[config.mk]
export PLATFORM = sky130hd
export DESIGN_NAME = lens_shading_corrector
export DESIGN_NICKNAME = d
export VERILOG_FILES = /design/src/rtl/lens_shading_corrector.sv
export SDC_FILE = /design/constraint.sdc
export NUM_CORES = 1
export LEC_CHECK = 0
export ABC_AREA = 1
export ABC_CLOCK_PERIOD_IN_PS = 8000
export BUFFER_PORTS_ARGS = -buffer_cell sky130_fd_sc_hd__buf_2
export CORE_MARGIN = 2
export CORE_UTILIZATION = 45
export DETAILED_ROUTE_END_ITERATION = 6
export GPL_TIMING_DRIVEN = 0
export PLACE_DENSITY = 0.69
export SLEW_MARGIN = 10
export SYNTH_ARGS = -nofsm -noshare
export SYNTH_HDL_FRONTEND = slang
export SYNTH_SLANG_ARGS = --single-unit
[constraint.sdc]
create_clock -name clk -period 8 [get_ports clk]
set_input_delay 0.4 -clock clk [delete_from_list [all_inputs] [get_ports clk]]
set_output_delay 0.4 -clock clk [all_outputs]
set_load 0.01 [all_outputs]
[src/rtl/lens_shading_corrector.sv]
// Radial lens-shading corrector: adds an offset proportional to the squared distance from the optical centre.
// Optional build macro LSC_ROUND_EN selects round-half-up of the offset instead of truncation.
module lens_shading_corrector #(
    parameter int DATA_W   = 8,
    parameter int H_ACTIVE = 32,
    parameter int V_ACTIVE = 32,
    parameter int CX       = 16,
    parameter int CY       = 16,
    parameter int COEF_W   = 8,
    parameter int SHIFT    = 8
) (
    input  logic              clk,
    input  logic              rst,
    input  logic              in_valid,
    input  logic [DATA_W-1:0] in_data,
    input  logic              en,
    input  logic [COEF_W-1:0] coef,
    output logic              out_valid,
    output logic [DATA_W-1:0] out_data,
    output logic              out_hsync,
    output logic              out_vsync
);

    localparam int XW   = (H_ACTIVE > 1) ? $clog2(H_ACTIVE) : 1;
    localparam int YW   = (V_ACTIVE > 1) ? $clog2(V_ACTIVE) : 1;
    localparam int DW   = ((XW > YW) ? XW : YW) + 1;
    localparam int SQW  = 2 * DW;
    localparam int R2W  = SQW + 1;
    localparam int PW   = R2W + COEF_W;
    localparam int SUMW = ((PW > DATA_W) ? PW : DATA_W) + 2;

    localparam logic [SUMW-1:0] MAX_PIX = SUMW'({DATA_W{1'b1}});
`ifdef LSC_ROUND_EN
    localparam logic [SUMW-1:0] ROUND_C = (SHIFT > 0) ? (SUMW'(1) << ((SHIFT > 0) ? SHIFT - 1 : 0)) : '0;
`endif

    logic [XW-1:0]     x;
    logic [YW-1:0]     y;
    logic [COEF_W-1:0] coef_q;
    logic              x_last;
    logic              y_last;
    logic              frame_first;
    logic [COEF_W-1:0] coef_eff;

    logic signed [DW-1:0]  dx;
    logic signed [DW-1:0]  dy;
    logic signed [SQW-1:0] dx_ext;
    logic signed [SQW-1:0] dy_ext;
    logic signed [SQW-1:0] dx_sq;
    logic signed [SQW-1:0] dy_sq;
    logic [R2W-1:0]        r2;

    logic              s1_valid;
    logic [DATA_W-1:0] s1_data;
    logic              s1_en;
    logic [R2W-1:0]    s1_r2;
    logic [COEF_W-1:0] s1_coef;
    logic              s1_hsync;
    logic              s1_vsync;

    logic [PW-1:0]     prod;
    logic [SUMW-1:0]   off_w;
    logic [SUMW-1:0]   sum_w;
    logic [DATA_W-1:0] sat_data;

    assign x_last      = (x == XW'(H_ACTIVE - 1));
    assign y_last      = (y == YW'(V_ACTIVE - 1));
    assign frame_first = (x == '0) && (y == '0);
    // The first pixel of a frame already sees the coefficient being loaded on this edge.
    assign coef_eff    = frame_first ? coef : coef_q;

    always_ff @(posedge clk) begin
        if (rst) begin
            x      <= '0;
            y      <= '0;
            coef_q <= '0;
        end else if (in_valid) begin
            if (frame_first) begin
                coef_q <= coef;
            end
            if (x_last) begin
                x <= '0;
                y <= y_last ? '0 : y + YW'(1);
            end else begin
                x <= x + XW'(1);
            end
        end
    end

    always_comb begin
        dx     = $signed(DW'(x)) - $signed(DW'(CX));
        dy     = $signed(DW'(y)) - $signed(DW'(CY));
        dx_ext = SQW'(dx);
        dy_ext = SQW'(dy);
        dx_sq  = dx_ext * dx_ext;
        dy_sq  = dy_ext * dy_ext;
        r2     = {1'b0, dx_sq} + {1'b0, dy_sq};
    end

    always_ff @(posedge clk) begin
        if (rst) begin
            s1_valid <= 1'b0;
            s1_data  <= '0;
            s1_en    <= 1'b0;
            s1_r2    <= '0;
            s1_coef  <= '0;
            s1_hsync <= 1'b0;
            s1_vsync <= 1'b0;
        end else begin
            s1_valid <= in_valid;
            if (in_valid) begin
                s1_data  <= in_data;
                s1_en    <= en;
                s1_r2    <= r2;
                s1_coef  <= coef_eff;
                s1_hsync <= x_last;
                s1_vsync <= x_last && y_last;
            end
        end
    end

    // The sum is wide enough that neither the offset nor the rounding add can wrap before saturation.
    always_comb begin
        prod = PW'(s1_r2) * PW'(s1_coef);
`ifdef LSC_ROUND_EN
        off_w = (SUMW'(prod) + ROUND_C) >> SHIFT;
`else
        off_w = SUMW'(prod) >> SHIFT;
`endif
        sum_w    = SUMW'(s1_data) + off_w;
        sat_data = (sum_w > MAX_PIX) ? {DATA_W{1'b1}} : sum_w[DATA_W-1:0];
    end

    always_ff @(posedge clk) begin
        if (rst) begin
            out_valid <= 1'b0;
            out_data  <= '0;
            out_hsync <= 1'b0;
            out_vsync <= 1'b0;
        end else begin
            out_valid <= s1_valid;
            out_hsync <= s1_valid && s1_hsync;
            out_vsync <= s1_valid && s1_vsync;
            if (s1_valid) begin
                out_data <= s1_en ? sat_data : s1_data;
            end
        end
    end

endmodule

==> results of run 1 <==
==> logic make-up (layout without fill, tap and decap cells) <==
logic type / count (synthesis) / after routing
and+or+nand+nor: 364 / 364
xor gates and xnor gates: 36 / 36
buffers and inverters: 294 / 332
DFF: 54 / 54
AOI/OAI and AO/OA: 149 / 149
adders and majority gates: 198 / 198
==> critical path, cell delays in order (launching register included) <==
cell and delay, ns:
sky130_fd_sc_hd__dfxtp_1 0.45, sky130_fd_sc_hd__clkbuf_1 0.47, sky130_fd_sc_hd__nand2_1 0.15, sky130_fd_sc_hd__fa_1 0.54, sky130_fd_sc_hd__fa_1 0.55, sky130_fd_sc_hd__inv_1 0.06
sky130_fd_sc_hd__fa_1 0.51, sky130_fd_sc_hd__fa_1 0.51, sky130_fd_sc_hd__ha_1 0.35, sky130_fd_sc_hd__nand2_2 0.12, sky130_fd_sc_hd__inv_1 0.06, sky130_fd_sc_hd__a21oi_2 0.17
sky130_fd_sc_hd__nand2_1 0.10, sky130_fd_sc_hd__xor2_1 0.20, sky130_fd_sc_hd__ha_1 0.20, sky130_fd_sc_hd__inv_1 0.05, sky130_fd_sc_hd__fa_1 0.39, sky130_fd_sc_hd__o21ai_0 0.36
sky130_fd_sc_hd__a21oi_1 0.16, sky130_fd_sc_hd__nor2_2 0.14, sky130_fd_sc_hd__nand3_1 0.08, sky130_fd_sc_hd__nand2_1 0.10, sky130_fd_sc_hd__nand3_2 0.09, sky130_fd_sc_hd__nor2_4 0.17
sky130_fd_sc_hd__nand3_1 0.11, sky130_fd_sc_hd__nand2_1 0.12, sky130_fd_sc_hd__a21oi_1 0.08
==> sequential cells by signal, summed over array words and instances (netlist names), 5 cells and up <==
signal / flops
s1_coef: 8
s1_r2: 13
s1_data: 8
y: 5
x: 5
out_data: 8
==> cell usage in the layout, fill, tap and decap left out, types with 9 or more instances in the layout <==
cell type / Yosys / routed
sky130_fd_sc_hd__nor3_1: 11 / 11
sky130_fd_sc_hd__buf_2: 0 / 30
sky130_fd_sc_hd__xnor2_1: 24 / 24
sky130_fd_sc_hd__fa_1: 99 / 99
sky130_fd_sc_hd__clkbuf_1: 33 / 33
sky130_fd_sc_hd__xor2_1: 12 / 12
sky130_fd_sc_hd__nand2_1: 220 / 220
sky130_fd_sc_hd__a21oi_1: 82 / 82
sky130_fd_sc_hd__ha_1: 99 / 99
sky130_fd_sc_hd__nand3_1: 28 / 28
sky130_fd_sc_hd__o21ai_0: 46 / 46
sky130_fd_sc_hd__nand2_2: 9 / 9
sky130_fd_sc_hd__dfxtp_1: 54 / 54
sky130_fd_sc_hd__nor2_1: 79 / 79
sky130_fd_sc_hd__inv_1: 252 / 252
==> power by group <==
part	internal (mW)	leakage, nW	total [mW]	switching, mW
Clock	0.157	0.0875	0.257	0.0995
Combinational	0.298	4.48	0.784	0.486
Sequential	0.293	0.444	0.309	0.0159
Total	0.748	5.01	1.35	0.601
==> area by class of cell <==
| type | instances | area, sq um | share of cell area [%] |
|---|---|---|---|
| inverters | 258 | 968 | 11.2 |
| multi-input cells | 747 | 5840 | 67.6 |
| plain buffers | 36 | 143 | 1.65 |
| clock buffers | 6 | 139 | 1.61 |
| repair buffers | 30 | 150 | 1.74 |
| flip-flops and latches | 54 | 1080 | 12.5 |
| well taps | 225 | 282 | 3.26 |
| clock inverters | 2 | 38.8 | 0.449 |
==> worst max path at each step <==
stage	depth (start not counted)	startpoint	endpoint	slack, ns
final	26	s1_coef[6]	out_data[2]	1.59
after global routing	26	s1_coef[7]	out_data[2]	1.04
after CTS	26	s1_coef[6]	out_data[2]	1.52
after detailed placement	26	s1_coef[6]	out_data[7]	1.58
after global placement	26	s1_coef[6]	out_data[7]	1.57
after floorplan	28	s1_coef[7]	out_data[1]	2.59
==> metal layers <==
layer  routed length, microns  vias up  track usage [%]
met5                        0        -                0
met4                      304        0             4.81
met3                      623       18             1.36
met2                     8770       93             36.6
met1                     8490     3155             27.8
li1                         -     3396                -
==> per-stage QoR <==
| stage | instance area, sq um | worst slack [ns] |
|---|---|---|
| 2_1_floorplan | 8030 | 2.59 |
| 3_3_place_gp | 8460 | 1.57 |
| 3_5_place_dp | 8460 | 1.58 |
| 4_1_cts | 8640 | 1.52 |
| 5_1_grt | 8640 | 1.04 |
| 6_report | 8640 | 1.59 |
==> flow_metrics.py, run 1 <==
metrics = {
    "run_status": {
        "run_status": "finished clean",
    },
    "critical_path": {
        "reg2reg_to": "out_data[2]",
        "type_of_destination_of_the_critical_path": "flip-flop",
        "rr_startpoint": "s1_coef[6]",
        "rrSetupSlack_ns": 1.59,
        "critical_path_required_ns": 8.17,
        "critPathMaxFanout": 10,
        "cp_arrival_ns": 6.58,
        "cell_depth_of_the_worst_flop_to_flop_path": 26,
        "timing.setup.critical_path_class": "flip-flop to flip-flop",
        "startpoint_type": "flip-flop",
    },
    "logic_synthesis": {
        "synth_mux_area_share_pct": 0,
        "yosysMostFrequentCell": "sky130_fd_sc_hd__inv_1",
        "yosysWarnings": 0,
        "yosys-top-cells-area": "sky130_fd_sc_hd__fa_1 25%, sky130_fd_sc_hd__ha_1 15%, sky130_fd_sc_hd__dfxtp_1 13%",
        "yosys_register_bits": 54,
        "synth_flop_cell": "sky130_fd_sc_hd__dfxtp_1",
        "synth.top_cells.by_count": "252 x sky130_fd_sc_hd__inv_1, 220 x sky130_fd_sc_hd__nand2_1, 99 x sky130_fd_sc_hd__fa_1, 99 x sky130_fd_sc_hd__ha_1, 82 x sky130_fd_sc_hd__a21oi_1",
        "net_count_synth": 1313,
        "synth_async_sr_flop_share_pct": 0,
        "fraction_of_the_mapped_netlist_area_in_compound_gates_pct": 9.95,
        "synth_edf_count": 0,
        "synth_seq_area_share_pct": 13.5,
        "synth_top_cell_area_share_pct": 24.7,
        "synth-xor-area-share_pct": 3.93,
        "cell_variety_after_synth": 37,
        "netlist_area_sq_um": 8030,
        "post_synth_inst_count": 1095,
        "synthAdderAreaFrac_pct": 40.1,
        "post_synth.cell_area_avg_sq_um": 7.33,
        "main_combinational_cell_family_by_area_after_synthesis": "adder cells",
        "yosysTopAreaCell": "sky130_fd_sc_hd__fa_1",
        "synth-simple-area-share_pct": 18.7,
    },
    "drt": {
        "drt_wl_total_mm": 18.2,
        "antenna_left": 0,
        "drt-pass1-iter-count": 7,
        "vias_per_cell": 4.91,
        "route.vias.total": 6662,
        "post_drt_wl_per_cell_microns": 13.4,
        "drc": 0,
        "detail_route.iter0.violations": 331,
    },
    "global_route": {
        "grt-ovfl-total": 0,
        "first_pass_grt_wire_length_mm": 30.9,
        "antenna_found_initial": 0,
        "grt_usage_pct": 20.7,
        "grt_max_degree": 18,
        "grt_pass1_vias": 6691,
    },
    "sta": {
        "finalCritPeriodShare_pct": 80.1,
        "clock-skew-final_ns": 0.00505,
        "finalSetupViolCount": 0,
        "relSlewSlack_pct": 59.0,
        "worstMarginPinSlew_ns": 0.616,
        "timing_max_transition_violations_final": 0,
        "rsz_0062_raised_after_global_routing": "false",
        "clock.fmax_ghz": 0.156,
        "finalCriticalPeriod_ns": 6.41,
        "final_tns_setup_ns": 0,
        "timing_hold_violations_final": 0,
        "final.hold.worst_slack_ns": 0.374,
    },
    "floorplan": {
        "die_width_microns": 138,
        "boundaryPins": 31,
        "row_count": 48,
        "die_height_microns": 138,
        "die_area_sq_um": 18900,
        "initial_core_util_pct": 46.3,
        "core_region_area_sq_um": 17400,
    },
    "finish": {
        "area_growth_from_synthesis_to_layout_pct": 7.59,
        "final_standard_cell_utilization_of_the_core_pct": 49.8,
        "post_route_cells_drive_above_1_share_pct": 5.91,
        "num_antenna_cells": 0,
        "layout.filler_cells": 1728,
        "layout.nets": 1350,
        "final-instance-count-excl-fill": 1358,
    },
    "cts": {
        "root_buffer": "sky130_fd_sc_hd__clkbuf_16",
        "cts.sinks": 54,
        "cts_max_path_buffers": 2,
        "clock_latency_ns": 0.30,
        "clock_tree.htree_level_count": 2,
        "cts.repair.resized": 0,
        "cts-buffers-inserted": 5,
        "cts_tree": "built",
        "clk_pin_slew_ns": 0.07,
        "postCtsHoldBufs": 0,
        "cts.repair_timing.setup_buffer_count": 0,
    },
    "power": {
        "pwrdens_nw_per_um2": 156,
        "ir_worst_vdd_uv": 96.8,
        "p_total_mw": 1.35,
        "p_leak_nw": 5.01,
    },
    "placement": {
        "dp_hpwl_mm": 15.4,
        "portBuffers": 30,
        "placed_cells": 1350,
        "globalplace.congestion": 0.867,
    },
    "min_path": {
        "hold_path_end": "s1_coef[2]",
        "critical_hold_path_startpoint": "coef[2]",
        "min-delay-path-class": "input pin to flip-flop",
        "whs_path_depth": 3,
    },
    "job": {
        "maxCapViolations": 0,
    },
}
No activity file was read; power rests on OpenSTA's default activity.
==> inputs of run 2 (changes only) <==
--- a/config.mk
+++ b/config.mk
@@ -6,7 +6,7 @@
 export NUM_CORES = 1
 export LEC_CHECK = 0
 export ABC_AREA = 1
-export ABC_CLOCK_PERIOD_IN_PS = 8000
+export ABC_CLOCK_PERIOD_IN_PS = 6100
 export BUFFER_PORTS_ARGS = -buffer_cell sky130_fd_sc_hd__buf_2
 export CORE_MARGIN = 2
 export CORE_UTILIZATION = 45
==> constraint.sdc (replaced) <==
create_clock -name clk -period 6.1 [get_ports clk]
set_input_delay 0.305 -clock clk [delete_from_list [all_inputs] [get_ports clk]]
set_output_delay 0.305 -clock clk [all_outputs]
set_load 0.01 [all_outputs]
==> run 2 against run 1 <==
Effect of this change: non-clock buffer count is 10 lower; core utilization increased by 0.69 points; global-route usage fell by 0.086 points; hold slack got worse by 0.094 ns; clock skew shrank 0.0015 ns; first-iteration DRC count grew 12%; critical path depth up 2; via count down 0.17%; sequential cell count unchanged; power up 34%; largest cell class unchanged; highest routed layer unchanged.
==> flow_metrics.py, run 2 (synthesis gave the netlist of run 1 again) <==
metrics = {
    "min_path": {
        "hold_path_end": "s1_coef[2]",
        "min-delay-path-class": "input pin to flip-flop",
        "whs_path_depth": 3,
        "critical_hold_path_startpoint": "coef[2]",
    },
    "sta": {
        "clock.fmax_ghz": 0.174,
        "finalCriticalPeriod_ns": 5.76,
        "finalSetupViolCount": 0,
        "finalCritPeriodShare_pct": 94.4,
        "setup_ws_ns": 0.343,
        "timing_hold_violations_final": 0,
        "worstMarginPinSlew_ns": 0.600,
        "clock-skew-final_ns": 0.00350,
        "relSlewSlack_pct": 60.0,
        "timing_max_transition_violations_final": 0,
    },
    "finish": {
        "largest_reg_flops": 13,
        "max_flop_register": "s1_r2",
        "post_route_cells_drive_above_1_share_pct": 9.26,
        "layout.nets": 1340,
        "area_growth_from_synthesis_to_layout_pct": 9.08,
        "num_antenna_cells": 0,
        "layout_commonest_cell": "sky130_fd_sc_hd__inv_1",
        "most-common-layout-cells": "251 x sky130_fd_sc_hd__inv_1, 219 x sky130_fd_sc_hd__nand2_1, 99 x sky130_fd_sc_hd__fa_1, 94 x sky130_fd_sc_hd__ha_1, 78 x sky130_fd_sc_hd__a21oi_1",
        "layout.filler_cells": 1702,
        "final_standard_cell_utilization_of_the_core_pct": 50.5,
        "stdcell_area_sq_um": 8760,
    },
    "cts": {
        "cts.sinks": 54,
        "root_buffer": "sky130_fd_sc_hd__clkbuf_16",
        "cts_tree": "built",
        "clock_latency_ns": 0.29,
        "clk_pin_slew_ns": 0.07,
        "postCtsHoldBufs": 0,
        "clock_tree.htree_level_count": 2,
        "cts_max_path_buffers": 2,
        "cts-buffers-inserted": 5,
    },
    "critical_path": {
        "crit_path_top_delay_cell": "sky130_fd_sc_hd__fa_1",
        "crit_path_frequent_cell": "sky130_fd_sc_hd__nand2_1",
        "type_of_destination_of_the_critical_path": "flip-flop",
        "rr_startpoint": "s1_coef[6]",
        "critPathTopFamily": "adder cells",
        "slowest_delay_ns": 0.55,
        "timing.setup.critical_path_class": "flip-flop to flip-flop",
        "cp_arrival_ns": 5.91,
        "startpoint_type": "flip-flop",
        "cell_depth_of_the_worst_flop_to_flop_path": 28,
        "cp_num_buf_inv": 5,
        "reg2reg_to": "out_data[7]",
        "rrSetupSlack_ns": 0.34,
        "critPathMaxFanout": 10,
        "critical_path_required_ns": 6.26,
    },
    "job": {
        "maxCapViolations": 0,
    },
    "drt": {
        "drt-pass1-iter-count": 5,
        "detail_route.iter0.violations": 370,
        "post_drt_wl_per_cell_microns": 13.5,
        "drt_wl_total_mm": 18.3,
        "antenna_left": 0,
        "drc": 0,
        "route.vias.total": 6651,
        "vias_per_cell": 4.93,
    },
    "floorplan": {
        "die_height_microns": 138,
        "die_width_microns": 138,
        "core_region_area_sq_um": 17400,
        "row_count": 48,
        "boundaryPins": 31,
        "die_area_sq_um": 18900,
        "initial_core_util_pct": 46.3,
    },
    "power": {
        "pwrdens_nw_per_um2": 206,
        "p_leak_nw": 5.03,
        "ir_worst_vdd_uv": 132,
    },
    "placement": {
        "placedInstanceArea_sq_um": 8460,
        "dp_hpwl_mm": 15.4,
        "portBuffers": 30,
        "preCtsSetupSlack_ns": -0.325,
        "globalplace.congestion": 0.867,
    },
    "global_route": {
        "first_pass_grt_wire_length_mm": 30.8,
        "grt_pass1_vias": 6664,
        "grt_usage_pct": 20.6,
        "grt_max_degree": 18,
        "grt-ovfl-total": 0,
        "antenna_found_initial": 0,
    },
    "run_status": {
        "run_status": "finished clean",
    },
}
run 2: stage by stage:
| step | power [mW] | instances | hold slack, ns | TNS (ns) |
|---|---|---|---|---|
| global route | 1.98 | 1348 | 0.295 | -0.0655 |
| floorplan | 1.20 | 1095 | 0.417 | 0 |
| global placement | 1.42 | 1350 | 0.425 | -2.40 |
| CTS | 1.78 | 1354 | 0.272 | 0 |
| detailed placement | 1.43 | 1350 | 0.427 | -2.38 |
| finish | 1.81 | 1348 | 0.280 | 0 |
run 2: where the power goes:
part	internal, mW	switching (mW)
Combinational	0.409	0.606
Clock	0.207	0.132
Sequential	0.388	0.0659
run 2: worst min-delay path: stages:
cell and delay [ns]:
sky130_fd_sc_hd__buf_2 0.07, sky130_fd_sc_hd__o21ai_0 0.07, sky130_fd_sc_hd__nor2_1 0.09
run 2: worst max path at each step:
stage | start | endpoint | cells after the start
final | s1_coef[6] | out_data[7] | 28
after global routing | s1_coef[6] | out_data[2] | 27
after CTS | s1_r2[4] | out_data[2] | 26
after detailed placement | s1_coef[6] | out_data[7] | 26
after global placement | s1_coef[6] | out_data[7] | 26
after floorplan | s1_coef[7] | out_data[1] | 28
run 2: repair_timing:
| item | CTS | global route |
|---|---|---|
| endpoints found under the setup margin | 8 | 8 |
| pin swaps | 0 | 7 |
| buffers inserted | 0 | 2 |
| resized for setup | 8 | 47 |
run 2: final cells by class:
cell class              instances  area [sq um]  area share [%]
plain buffers                  24           120            1.37
clock buffers                   6           139            1.59
clock inverters                 2          38.8           0.443
inverters                     258           968            11.1
multi-input cells             747          5930            67.7
flip-flops and latches         54          1110            12.7
well taps                     225           282            3.21
repair buffers                 32           165            1.89
run 2: routing by layer:
metal  wire (microns)  vias up  GRT usage [%]  part of all wire, %
li1                 -     3380              -                    -
met4              280        0           4.75                  1.5
met5                0        -              0                    0
met3              693       15           1.36                  3.8
met1             8440     3155           27.6                   46
met2             8850      101           36.5                   48
